--- config.mk ---
export PLATFORM = sky130hd
export DESIGN_NAME = led7seg_595_scan_driver
export DESIGN_NICKNAME = d
export VERILOG_FILES = /design/src/rtl/led7seg_595_scan_driver_pkg.sv /design/src/rtl/led7seg_595_scan_driver_tick_gen.sv /design/src/rtl/led7seg_595_scan_driver.sv
export SDC_FILE = /design/constraint.sdc
export NUM_CORES = 1
export LEC_CHECK = 0
export ABC_AREA = 1
export CAP_MARGIN = 20
export CORE_ASPECT_RATIO = 1.2
export CORE_MARGIN = 5
export CORE_UTILIZATION = 50
export DETAILED_ROUTE_END_ITERATION = 10
export GPL_ROUTABILITY_DRIVEN = 1
export PLACE_DENSITY = 0.71
export SYNTH_ARGS = -nofsm -noshare
export SYNTH_HDL_FRONTEND = slang
export SYNTH_SLANG_ARGS = --single-unit
--- constraint.sdc ---
create_clock -name clk -period 11.85 [get_ports clk]
set_input_delay 3.555 -clock clk [delete_from_list [all_inputs] [get_ports clk]]
set_output_delay 3.555 -clock clk [all_outputs]
set_load 0.01 [all_outputs]
--- src/rtl/led7seg_595_scan_driver_pkg.sv ---
// Shared definitions for the 74HC595 seven-segment scan driver.
// The width helpers are also used by the timer top to size its pattern bus.
package led7seg_595_scan_driver_pkg;

    // Scan FSM states; each non-IDLE state lasts exactly one divider tick.
    typedef enum logic [2:0] {
        IDLE     = 3'd0,
        LOAD     = 3'd1,
        SHIFT_LO = 3'd2,
        SHIFT_HI = 3'd3,
        LATCH_HI = 3'd4,
        LATCH_LO = 3'd5
    } scan_state_e;

    // Bits shifted per digit: segment byte followed by the digit-select field.
    function automatic int cha_width(input int seg_num, input int dig_num);
        return seg_num + dig_num;
    endfunction

    // Width of the packed pattern word covering every digit.
    function automatic int dat_width(input int seg_num, input int dig_num);
        return seg_num * dig_num;
    endfunction

endpackage

--- src/rtl/led7seg_595_scan_driver_tick_gen.sv ---
// Free-running phase divider: one-clk tick every 2^DIV_WIDTH cycles while enabled.
// Holding it cleared while disabled makes the first phase after start full length.
module led7seg_tick_gen #(
    parameter int DIV_WIDTH = 8
) (
    input  logic clk,
    input  logic rst,
    input  logic en,
    output logic tick
);

    logic [DIV_WIDTH-1:0] div_q;
    logic [DIV_WIDTH-1:0] div_d;

    // Count while enabled, otherwise park at zero.
    always_comb begin
        div_d = '0;
        if (en) begin
            div_d = div_q + DIV_WIDTH'(1);
        end
    end

    // Divider register.
    always_ff @(posedge clk or posedge rst) begin
        if (rst) begin
            div_q <= '0;
        end else begin
            div_q <= div_d;
        end
    end

    // Tick on the cycle the divider is about to wrap.
    assign tick = en & (&div_q);

endmodule

--- src/rtl/led7seg_595_scan_driver.sv ---
// Multiplexed 7-segment driver feeding a daisy-chained 74HC595 pair.
// A shadow register takes every valid pattern; the active copy used for
// scanning is refreshed only at frame boundaries so a frame never tears.
// Each digit is sent MSB first as {segments, digit-select}, then latched by rclk.
// sclk, rclk, dio and frame_done are all driven straight from flops; dio
// only moves on the same edge that drops sclk, and rclk rises only with sclk low.
module led7seg_595_scan_driver
    import led7seg_595_scan_driver_pkg::*;
#(
    parameter int DIG_NUM        = 8,
    parameter int SEG_NUM        = 8,
    parameter int DIV_WIDTH      = 8,
    parameter bit DIG_ACTIVE_LOW = 1'b0
) (
    input  logic                                     clk,
    input  logic                                     rst,
    input  logic [dat_width(SEG_NUM, DIG_NUM)-1:0]   dat,
    input  logic                                     vld,
    output logic                                     sclk,
    output logic                                     rclk,
    output logic                                     dio,
    output logic                                     frame_done
);

    localparam int DAT_WIDTH = dat_width(SEG_NUM, DIG_NUM);
    localparam int CHA_WIDTH = cha_width(SEG_NUM, DIG_NUM);
    localparam int DIG_W     = (DIG_NUM > 1) ? $clog2(DIG_NUM) : 1;
    localparam int BIT_W     = (CHA_WIDTH > 1) ? $clog2(CHA_WIDTH) : 1;

    scan_state_e            state_q, state_d;
    logic [DAT_WIDTH-1:0]   shadow_q, shadow_d;
    logic [DAT_WIDTH-1:0]   active_q, active_d;
    logic [DIG_W-1:0]       digit_q, digit_d;
    logic [BIT_W-1:0]       bit_q, bit_d;
    logic [CHA_WIDTH-1:0]   word_q, word_d;
    logic                   sclk_q, sclk_d;
    logic                   rclk_q, rclk_d;
    logic                   dio_q, dio_d;
    logic                   frame_done_q, frame_done_d;

    logic                   tick;
    logic [SEG_NUM-1:0]     seg_cur;
    logic [DIG_NUM-1:0]     sel_cur;
    logic [CHA_WIDTH-1:0]   word_cur;

    led7seg_tick_gen #(
        .DIV_WIDTH (DIV_WIDTH)
    ) u_tick_gen (
        .clk  (clk),
        .rst  (rst),
        .en   (state_q != IDLE),
        .tick (tick)
    );

    // Build the serial word for the digit currently being scanned.
    always_comb begin
        seg_cur = '0;
        for (int i = 0; i < DIG_NUM; i++) begin
            if (digit_q == DIG_W'(i)) begin
                seg_cur = active_q[SEG_NUM*i +: SEG_NUM];
            end
        end
        sel_cur          = '0;
        sel_cur[digit_q] = 1'b1;
        if (DIG_ACTIVE_LOW) begin
            sel_cur = ~sel_cur;
        end
        word_cur = {seg_cur, sel_cur};
    end

    // Next-state and registered-output logic of the scan FSM.
    always_comb begin
        shadow_d     = vld ? dat : shadow_q;
        state_d      = state_q;
        active_d     = active_q;
        digit_d      = digit_q;
        bit_d        = bit_q;
        word_d       = word_q;
        sclk_d       = sclk_q;
        rclk_d       = rclk_q;
        dio_d        = dio_q;
        frame_done_d = 1'b0;

        case (state_q)
            IDLE: begin
                if (vld) begin
                    active_d = dat;
                    digit_d  = '0;
                    state_d  = LOAD;
                end
            end
            LOAD: begin
                if (tick) begin
                    word_d  = word_cur;
                    bit_d   = BIT_W'(CHA_WIDTH - 1);
                    sclk_d  = 1'b0;
                    dio_d   = word_cur[CHA_WIDTH-1];
                    state_d = SHIFT_LO;
                end
            end
            SHIFT_LO: begin
                if (tick) begin
                    sclk_d  = 1'b1;
                    state_d = SHIFT_HI;
                end
            end
            SHIFT_HI: begin
                if (tick) begin
                    sclk_d = 1'b0;
                    if (bit_q == '0) begin
                        rclk_d  = 1'b1;
                        state_d = LATCH_HI;
                    end else begin
                        bit_d   = bit_q - BIT_W'(1);
                        dio_d   = word_q[bit_d];
                        state_d = SHIFT_LO;
                    end
                end
            end
            LATCH_HI: begin
                if (tick) begin
                    rclk_d  = 1'b0;
                    state_d = LATCH_LO;
                end
            end
            LATCH_LO: begin
                if (tick) begin
                    if (digit_q == DIG_W'(DIG_NUM - 1)) begin
                        frame_done_d = 1'b1;
                        digit_d      = '0;
                        // shadow_d already carries a same-cycle vld bypass
                        active_d     = shadow_d;
                    end else begin
                        digit_d = digit_q + DIG_W'(1);
                    end
                    state_d = LOAD;
                end
            end
            default: begin
                state_d = IDLE;
            end
        endcase
    end

    // State, datapath and output registers.
    always_ff @(posedge clk or posedge rst) begin
        if (rst) begin
            state_q      <= IDLE;
            shadow_q     <= '0;
            active_q     <= '0;
            digit_q      <= '0;
            bit_q        <= '0;
            word_q       <= '0;
            sclk_q       <= 1'b0;
            rclk_q       <= 1'b0;
            dio_q        <= 1'b0;
            frame_done_q <= 1'b0;
        end else begin
            state_q      <= state_d;
            shadow_q     <= shadow_d;
            active_q     <= active_d;
            digit_q      <= digit_d;
            bit_q        <= bit_d;
            word_q       <= word_d;
            sclk_q       <= sclk_d;
            rclk_q       <= rclk_d;
            dio_q        <= dio_d;
            frame_done_q <= frame_done_d;
        end
    end

    assign sclk       = sclk_q;
    assign rclk       = rclk_q;
    assign dio        = dio_q;
    assign frame_done = frame_done_q;

endmodule
==> impl_metrics.json, run 1 <==
{
  "reg2reg_depth": 11,
  "max-vdd-ir-drop_mv": 0.107,
  "drv_cap": 0,
  "dpl_cell_area_um2": 8870,
  "rows": 51,
  "synth_cell_types": 35,
  "hpwlAfterDp_mm": 11.0,
  "antenna_found_initial": 0,
  "async_flop_share": 1.00,
  "postLayoutCoreUtil": 0.592,
  "grt_util_met3": 0.0304,
  "portBuffers": 70,
  "min_to": "u_tick_gen.div_q[0]",
  "postRouteAntennaNets": 0,
  "use_met1": 0.246,
  "final-seq-area_um2": 4150,
  "r2r_start": "state_q[1]",
  "first_pass_iters": 4,
  "crit_path_start_kind": "primary input",
  "arrival_ps": 5470,
  "grt_pass1_vias": 5787,
  "postCtsSetupBuffers": 0,
  "finalSetupTns_ps": 0,
  "min_from": "u_tick_gen.div_q[0]",
  "ys_seq_elements": 166,
  "synth_edf_count": 0,
  "root_buffer": "clkbuf_16",
  "grt_use_met2": 0.297,
  "n_fill_cell": 1430,
  "dr_total_vias": 5727,
  "cts.htree.levels": 4,
  "setup.worst_path.class": "primary input to flop",
  "grt_max_degree": 129,
  "timing.hold.ws_ps": 462,
  "critical-path-slowest-cell": "buf_4",
  "viasPerCell": 5.05,
  "multi_input_area_um2": 3460,
  "cts-hold-fix-buffers": 0,
  "cts.sink_count": 166,
  "netlist_top_cells_area": "dfrtp_1, nand2_1, mux2_2",
  "grtUsageTotal": 0.181,
  "clock_latency_ps": 420,
  "top_usage_layer": "met2",
  "path_cells": "buf_2 -> buf_4 -> nor2_1 -> a21oi_4 -> nand3b_4 -> buf_4 -> buf_16 -> nand2_1 -> o21ai_1",
  "final-setup-viol-count": 0,
  "final_cell_area_um2": 9520,
  "max_stage_delay_ps": 600,
  "holdPathStages": 1,
  "die_width_um": 126,
  "stdcell_count": 1135,
  "overflow": 0,
  "synth_warnings": 0,
  "place.gp.congestion": 0.805,
  "hp-class": "flop to flop",
  "cellPowerDensity_nw_per_um2": 198,
  "crit_path_frequent_cell": "buf_4",
  "slew_violations": 0,
  "crit_path_end_kind": "flop",
  "post-route-drc-count": 0,
  "clock_path_buffers": 2,
  "grt_pass1_wl_mm": 27.9,
  "r2r_slack_ps": 9120,
  "seq_area_frac_synth": 0.514,
  "worstPathMaxFanout": 93,
  "cts_tree": "done",
  "maxSlewHeadroom": 0.402,
  "rsz0062_at_grt": "no",
  "wl_mm": 16.1,
  "cts_resized": 0,
  "worst_pin_slew_ps": 897,
  "fin_skew_ps": 7.11,
  "hold_viol": 0,
  "netlist_instances": 850,
  "drtIter0Drc": 312,
  "cts_buffers": 17,
  "dp_cells": 1102,
  "p_leak_nw": 4.32,
  "die_y_um": 149,
  "ys.flop_type": "dfrtp_1",
  "finalCriticalPeriod_ps": 5180,
  "syn_to_final_growth_pct": 17.8,
  "period_share": 0.437,
  "finalNetCount": 986,
  "drive_above_1_share": 0.130,
  "required_ps": 12150,
  "io_pins": 71,
  "synth_nets": 925,
  "r2r-end": "active_q[6]",
  "core_area_um2": 16100,
  "synth_top_area_cell": "dfrtp_1",
  "start_util": 0.502,
  "num_antenna_cells": 0,
  "max_freq_mhz": 193,
  "status": "complete, no violations",
  "synth_top_area_share": 0.514,
  "clkTransAtPathRegs_ps": 60,
  "syn_avg_cell_area_um2": 9.50,
  "netlist_area_um2": 8080,
  "wl_per_cell_um": 14.2,
  "die-area_um2": 18800
}
cell families (layout without fill, tap and decap cells):
family,count (synthesis),after routing,share of synthesized area
AO/OA/AOI/OAI,108,108,0.0703
XOR/XNOR,4,4,0.00434
adder cells (fa/ha/maj),8,8,0.0124
buffers and inverters,102,175,0.0587
flip-flops,166,166,0.514
multiplexers,128,128,0.169
AND/OR/NAND/NOR,334,334,0.171
state kept, by name (all words and copies together) (netlist names):
name and count:
active_q 64, shadow_q 64, word_q 16, u_tick_gen.div_q 8
bit_q 4, digit_q 3, state_q 3, dio 1
frame_done 1, rclk 1, sclk 1
cells in the final DEF, fill, tap and decap left out, drive strengths merged:
master         Yosys  layout
nor3               3       3
nor2              57      57
clkbuf             5      23
nand3             35      35
xor2               2       2
ha                 8       8
inv               64      64
clkdlybuf4s50      0      69
xnor2              2       2
dfrtp            166     166
nor4               1       1
nand4             10      10
bufinv             0       2
buf               30       8
clkinv             3       8
nand2            221     221
a22oi              3       3
mux2              64      64
o211ai             1       1
mux2i             64      64
or2                5       5
clkinvlp           0       1
nand3b             2       2
o22ai              1       1
o31ai              1       1
o21ai             88      88
a211oi             1       1
a21oi             13      13
area by class of cell:
type | count | area share
clock buffer | 23 | 0.0523
clock inverter | 8 | 0.0101
inverter | 67 | 0.0270
multi-input combinational | 582 | 0.363
sequential | 166 | 0.436
tap | 212 | 0.0279
timing repair buffer | 77 | 0.0828
critical path, delay by kind of cell:
family | cells | cell delay, ps
compound gates | 2 | 280
buf+inv | 4 | 1180
simple gates | 3 | 380
metal layers:
layer | wire [um] | share of wire | vias up
met5 | 0 | 0 | -
met4 | 278 | 0.017 | 0
met3 | 398 | 0.025 | 22
met2 | 7780 | 0.48 | 68
met1 | 7670 | 0.48 | 2710
li1 | - | - | 2927
how the worst max path moves through the flow:
stage,startpoint,to,depth (start not counted)
floorplan,rst,active_q[0],1
global placement,rst,u_tick_gen.div_q[6],3
detailed placement,rst,u_tick_gen.div_q[7],3
CTS,vld,active_q[34],8
global route,vld,active_q[1],9
finish,vld,active_q[19],9
synth_stat cells (9+ instances only):
master and n:
nand2_1 220, dfrtp_1 166, mux2_2 64, mux2i_1 64, o21ai_1 64, inv_1 60
nor2_1 54, nand3_1 35, o21ai_0 24, buf_2 16, a21oi_1 12, buf_4 9
nand4_1 9
metrics by stage:
| stage | setup slack, ps | total power [W] |
|---|---|---|
| final | 6670 | 0.00188 |
| after global routing | 6450 | 0.00202 |
| after CTS | 6500 | 0.00189 |
| after detailed placement | 6070 | 0.00133 |
| after global placement | 6080 | 0.00131 |
| after floorplan | 3800 | 0.00121 |
report_power, final:
part	internal [W]	switching, W	total [W]
Combinational	0.000203	0.000329	0.000532
Sequential	0.000712	0.0000835	0.000795
Clock	0.000336	0.000217	0.000553
No activity file was read; power rests on OpenSTA's default activity.
==> run 2, diff against run 1 <==
==> constraint.sdc (replaced) <==
create_clock -name clk -period 5.03 [get_ports clk]
set_input_delay 1.509 -clock clk [delete_from_list [all_inputs] [get_ports clk]]
set_output_delay 1.509 -clock clk [all_outputs]
set_load 0.01 [all_outputs]
==> impl_metrics.json, run 2 (synthesis results as in run 1) <==
{
  "grt_pass1_wl_mm": 28.3,
  "required_ps": 5380,
  "period_share": 0.597,
  "crit_path_start_kind": "flop",
  "worst_pin_slew_ps": 886,
  "fin_skew_ps": 12.0,
  "grtUsageTotal": 0.185,
  "clock_latency_ps": 430,
  "arrival_ps": 3350,
  "cts.sink_count": 166,
  "min_from": "u_tick_gen.div_q[0]",
  "critical-path-slowest-cell": "nand3b_4",
  "report.power.total_w": 0.00437,
  "clock_path_buffers": 2,
  "die_y_um": 149,
  "grt_pass1_vias": 5946,
  "io_pins": 71,
  "num_antenna_cells": 0,
  "syn_to_final_growth_pct": 17.2,
  "hpwlAfterDp_mm": 11.4,
  "worst-path-buf-inv": 4,
  "cts_tree": "done",
  "crit_path_end_kind": "flop",
  "dp_slack_ps": 1690,
  "rows": 51,
  "path_cells": "inv_2 -> nand2_2 -> nor2_4 -> buf_4 -> inv_2 -> nor2_1 -> nand3b_4 -> buf_4 -> nand2_1 -> o21ai_1",
  "cts.htree.levels": 4,
  "max_freq_mhz": 333,
  "layout_common_cells": "nand2_1, dfrtp_1, clkdlybuf4s50_1",
  "cts_buffers": 17,
  "portBuffers": 70,
  "place.gp.congestion": 0.829,
  "cts_resized": 0,
  "postRouteAntennaNets": 0,
  "antenna_found_initial": 0,
  "drive_above_1_share": 0.129,
  "reg_top3": "active_q (64), shadow_q (64), word_q (16)",
  "fin_ws_ps": 2030,
  "finalNetCount": 986,
  "die-area_um2": 18800,
  "status": "complete, no violations",
  "wl_per_cell_um": 14.6,
  "overflow": 0,
  "viasPerCell": 5.10,
  "finalSetupTns_ps": 0,
  "max_stage_delay_ps": 740,
  "hold_viol": 0,
  "drtIter0Drc": 421,
  "grt_max_degree": 118,
  "hp-class": "flop to flop",
  "cellPowerDensity_nw_per_um2": 462,
  "root_buffer": "clkbuf_16",
  "critPathLaunch": "state_q[1]",
  "post-route-drc-count": 0,
  "dr_total_vias": 5783,
  "r2r_start": "state_q[1]",
  "core_area_um2": 16100,
  "setup.worst_path.class": "flop to flop",
  "drv_cap": 0,
  "n_fill_cell": 1402,
  "slew_violations": 0,
  "p_leak_nw": 4.29,
  "timing.hold.ws_ps": 468,
  "rsz0062_at_grt": "no",
  "start_util": 0.502,
  "wl_mm": 16.6,
  "postCtsSetupBuffers": 0,
  "r2r_slack_ps": 2030,
  "mostFrequentLayoutCell": "nand2_1",
  "final-setup-viol-count": 0,
  "worstPathMaxFanout": 83,
  "first_pass_iters": 4,
  "die_width_um": 126,
  "max-vdd-ir-drop_mv": 0.259,
  "finalCriticalPeriod_ps": 3000,
  "clkTransAtPathRegs_ps": 60,
  "maxSlewHeadroom": 0.410,
  "crit_family": "simple AND/OR/NAND/NOR gates",
  "cts-hold-fix-buffers": 0
}
## run 2: final cells by class
type                    instances  area, um^2  share of cell area
clock inverters                 7        70.1             0.00740
inverters                      67         255              0.0270
flip-flops and latches        166        4150               0.439
repair buffers                 77         761              0.0804
well taps                     212         265              0.0280
clock buffers                  24         502              0.0530
multi-input cells             582        3460               0.365
## run 2: routing by layer
layer	track usage	wire, um
met1	0.250	7790
met2	0.298	7950
met3	0.0398	521
met4	0.0633	307
met5	0	0
## run 2: final timing paths
| check | end | depth (start not counted) |
|---|---|---|
| worst min-delay path | u_tick_gen.div_q[0] | 1 |
| worst max-delay path | active_q[25] | 10 |
| worst min register to register | u_tick_gen.div_q[0] | 1 |
| worst max register to register | active_q[25] | 10 |
| max in group asynchronous | active_q[45] | 3 |
| min in group asynchronous | active_q[2] | 3 |
## run 2: where the power goes
group | internal (W) | leakage (nW) | switching, W
sequential | 0.00168 | 2.06 | 0.000206
combinational | 0.000466 | 1.95 | 0.000773
clock | 0.000743 | 0.282 | 0.000509
## run 2: per-stage QoR
step	util	area, um^2	instances
2_1_floorplan	-	8080	850
3_3_place_gp	0.553	8890	1104
3_5_place_dp	0.553	8890	1104
4_1_cts	0.589	9470	1135
5_1_grt	0.589	9470	1135
6_report	0.589	9470	1135
==> run 3, diff against run 2 <==
--- a/config.mk
+++ b/config.mk
@@ -12,7 +12,7 @@
 export CORE_UTILIZATION = 50
 export DETAILED_ROUTE_END_ITERATION = 10
 export GPL_ROUTABILITY_DRIVEN = 1
-export PLACE_DENSITY = 0.71
+export PLACE_DENSITY = 0.73
 export SYNTH_ARGS = -nofsm -noshare
 export SYNTH_HDL_FRONTEND = slang
 export SYNTH_SLANG_ARGS = --single-unit
==> constraint.sdc (replaced) <==
create_clock -name clk -period 2.5 [get_ports clk]
set_input_delay 0.75 -clock clk [delete_from_list [all_inputs] [get_ports clk]]
set_output_delay 0.75 -clock clk [all_outputs]
set_load 0.01 [all_outputs]
==> impl_metrics.json, run 3 (synthesis results as in run 1) <==
{
  "status": "complete, no violations",
  "crit_path_start_kind": "flop",
  "grt_pass1_vias": 5935,
  "setup.worst_path.class": "flop to flop",
  "wl_per_cell_um": 15.0,
  "drtIter0Drc": 328,
  "clock_path_buffers": 2,
  "overflow": 0,
  "rsz0062_at_grt": "no",
  "hp-class": "flop to flop",
  "p_leak_nw": 4.37,
  "use_met1": 0.253,
  "crit_end": "active_q[35]",
  "grt_use_met2": 0.319,
  "rows": 51,
  "max-vdd-ir-drop_mv": 0.511,
  "maxSlewHeadroom": 0.673,
  "p_switching_w": 0.00302,
  "start_util": 0.502,
  "grt_util_met3": 0.0372,
  "dr_total_vias": 5865,
  "critPathLaunch": "digit_q[1]",
  "post-route-drc-count": 0,
  "antenna_found_initial": 0,
  "finalSetupTns_ps": 0,
  "cts.sink_count": 166,
  "clkTransAtPathRegs_ps": 60,
  "worst_pin_slew_ps": 491,
  "finalCriticalPeriod_ps": 2190,
  "drive_above_1_share": 0.138,
  "period_share": 0.875,
  "swShare": 0.335,
  "r2r_start": "digit_q[1]",
  "cts_resized": 0,
  "r2r_slack_ps": 310,
  "mostFrequentLayoutCell": "nand2_1",
  "portBuffers": 70,
  "num_antenna_cells": 0,
  "internal_power_w": 0.00600,
  "die_width_um": 126,
  "postCtsSetupBuffers": 0,
  "reg2reg_depth": 8,
  "syn_to_final_growth_pct": 19.3,
  "reg_top3": "active_q (64), shadow_q (64), word_q (16)",
  "cts_buffers": 17,
  "grt_max_degree": 42,
  "arrival_ps": 2530,
  "hpwlAfterDp_mm": 12.3,
  "first_pass_iters": 5,
  "drv_cap": 0,
  "clock_power_share": 0.291,
  "cts.htree.levels": 4,
  "worstPathMaxFanout": 40,
  "wl_mm": 17.2,
  "fin_skew_ps": 7.55,
  "grt_pass1_wl_mm": 29.4,
  "crit_path_end_kind": "flop",
  "grtUsageTotal": 0.193,
  "seqPwrFrac": 0.422,
  "clock_latency_ps": 430,
  "layout_common_cells": "nand2_1, dfrtp_1, clkdlybuf4s50_1",
  "cts-hold-fix-buffers": 0,
  "required_ps": 2850,
  "p_comb_frac": 0.287,
  "slew_violations": 0,
  "cts_tree": "done",
  "postRouteAntennaNets": 0,
  "r2r-end": "active_q[35]",
  "top_usage_layer": "met2",
  "place.gp.congestion": 0.884,
  "postLayoutCoreUtil": 0.599,
  "die_y_um": 149,
  "root_buffer": "clkbuf_16",
  "core_area_um2": 16100,
  "max_freq_mhz": 457,
  "finalNetCount": 995,
  "io_pins": 71,
  "hold_viol": 0,
  "viasPerCell": 5.12,
  "final-setup-viol-count": 0,
  "cellPowerDensity_nw_per_um2": 936,
  "die-area_um2": 18800
}
==> run 3: cell count changes in the layout (fill, tap and decap cells not counted) <==
cell,delta
buf_12,+6
buf_4,+3
clkinv_4,-2
bufinv_16,+1
clkinv_2,+1
clkinvlp_4,+1
==> run 3: final cells by class <==
class | count | area [um^2]
inverters | 67 | 255
clock inverters | 8 | 95.1
fillers | 1387 | 6450
flip-flops and latches | 166 | 4150
clock buffers | 24 | 502
multi-input cells | 582 | 3460
well taps | 212 | 265
repair buffers | 86 | 903
==> run 3: critical path, stage by stage (launching register included) <==
cell and delay, ps:
dfrtp_1 370, buf_4 160, ha_1 210, ha_1 300, nor2_1 280, nand3b_4 380
buf_12 240, nand2_1 80, o21ai_1 80
==> run 3: stage by stage <==
stage	hold WS [ps]	total power [W]	worst slack [ps]	instance area, um^2	cells
after floorplan	432	0.00573	-363	8080	850
after global placement	455	0.00636	390	9040	1113
after detailed placement	471	0.00643	323	9040	1113
after CTS	483	0.00909	291	9630	1145
after global routing	493	0.00968	48.7	9630	1145
final	479	0.00902	314	9630	1145
==> run 3: worst min-delay path by stage <==
stage / cells after the start / slack [ps] / start / to
after floorplan: 1 / 430 / u_tick_gen.div_q[0] / u_tick_gen.div_q[0]
after global placement: 1 / 460 / u_tick_gen.div_q[0] / u_tick_gen.div_q[0]
after detailed placement: 2 / 470 / word_q[15] / word_q[15]
after CTS: 1 / 480 / u_tick_gen.div_q[7] / u_tick_gen.div_q[7]
after global routing: 1 / 490 / u_tick_gen.div_q[7] / u_tick_gen.div_q[7]
final: 1 / 480 / u_tick_gen.div_q[7] / u_tick_gen.div_q[7]
==> run 3: power groups by stage <==
| stage | clock, W | combinational [W] | sequential (W) |
|---|---|---|---|
| after global placement | 0 | 0.00251 | 0.00384 |
| after global routing | 0.00279 | 0.00301 | 0.00388 |
| after CTS | 0.00267 | 0.00261 | 0.00381 |
| after floorplan | 0 | 0.00205 | 0.00368 |
| final | 0.00262 | 0.00259 | 0.00381 |
| after detailed placement | 0 | 0.00259 | 0.00384 |
==> run 3: per-layer routing <==
metal	part of all wire	wire length, um
met1	0.44	7520
met5	0	0
met2	0.50	8640
met3	0.035	599
met4	0.025	438
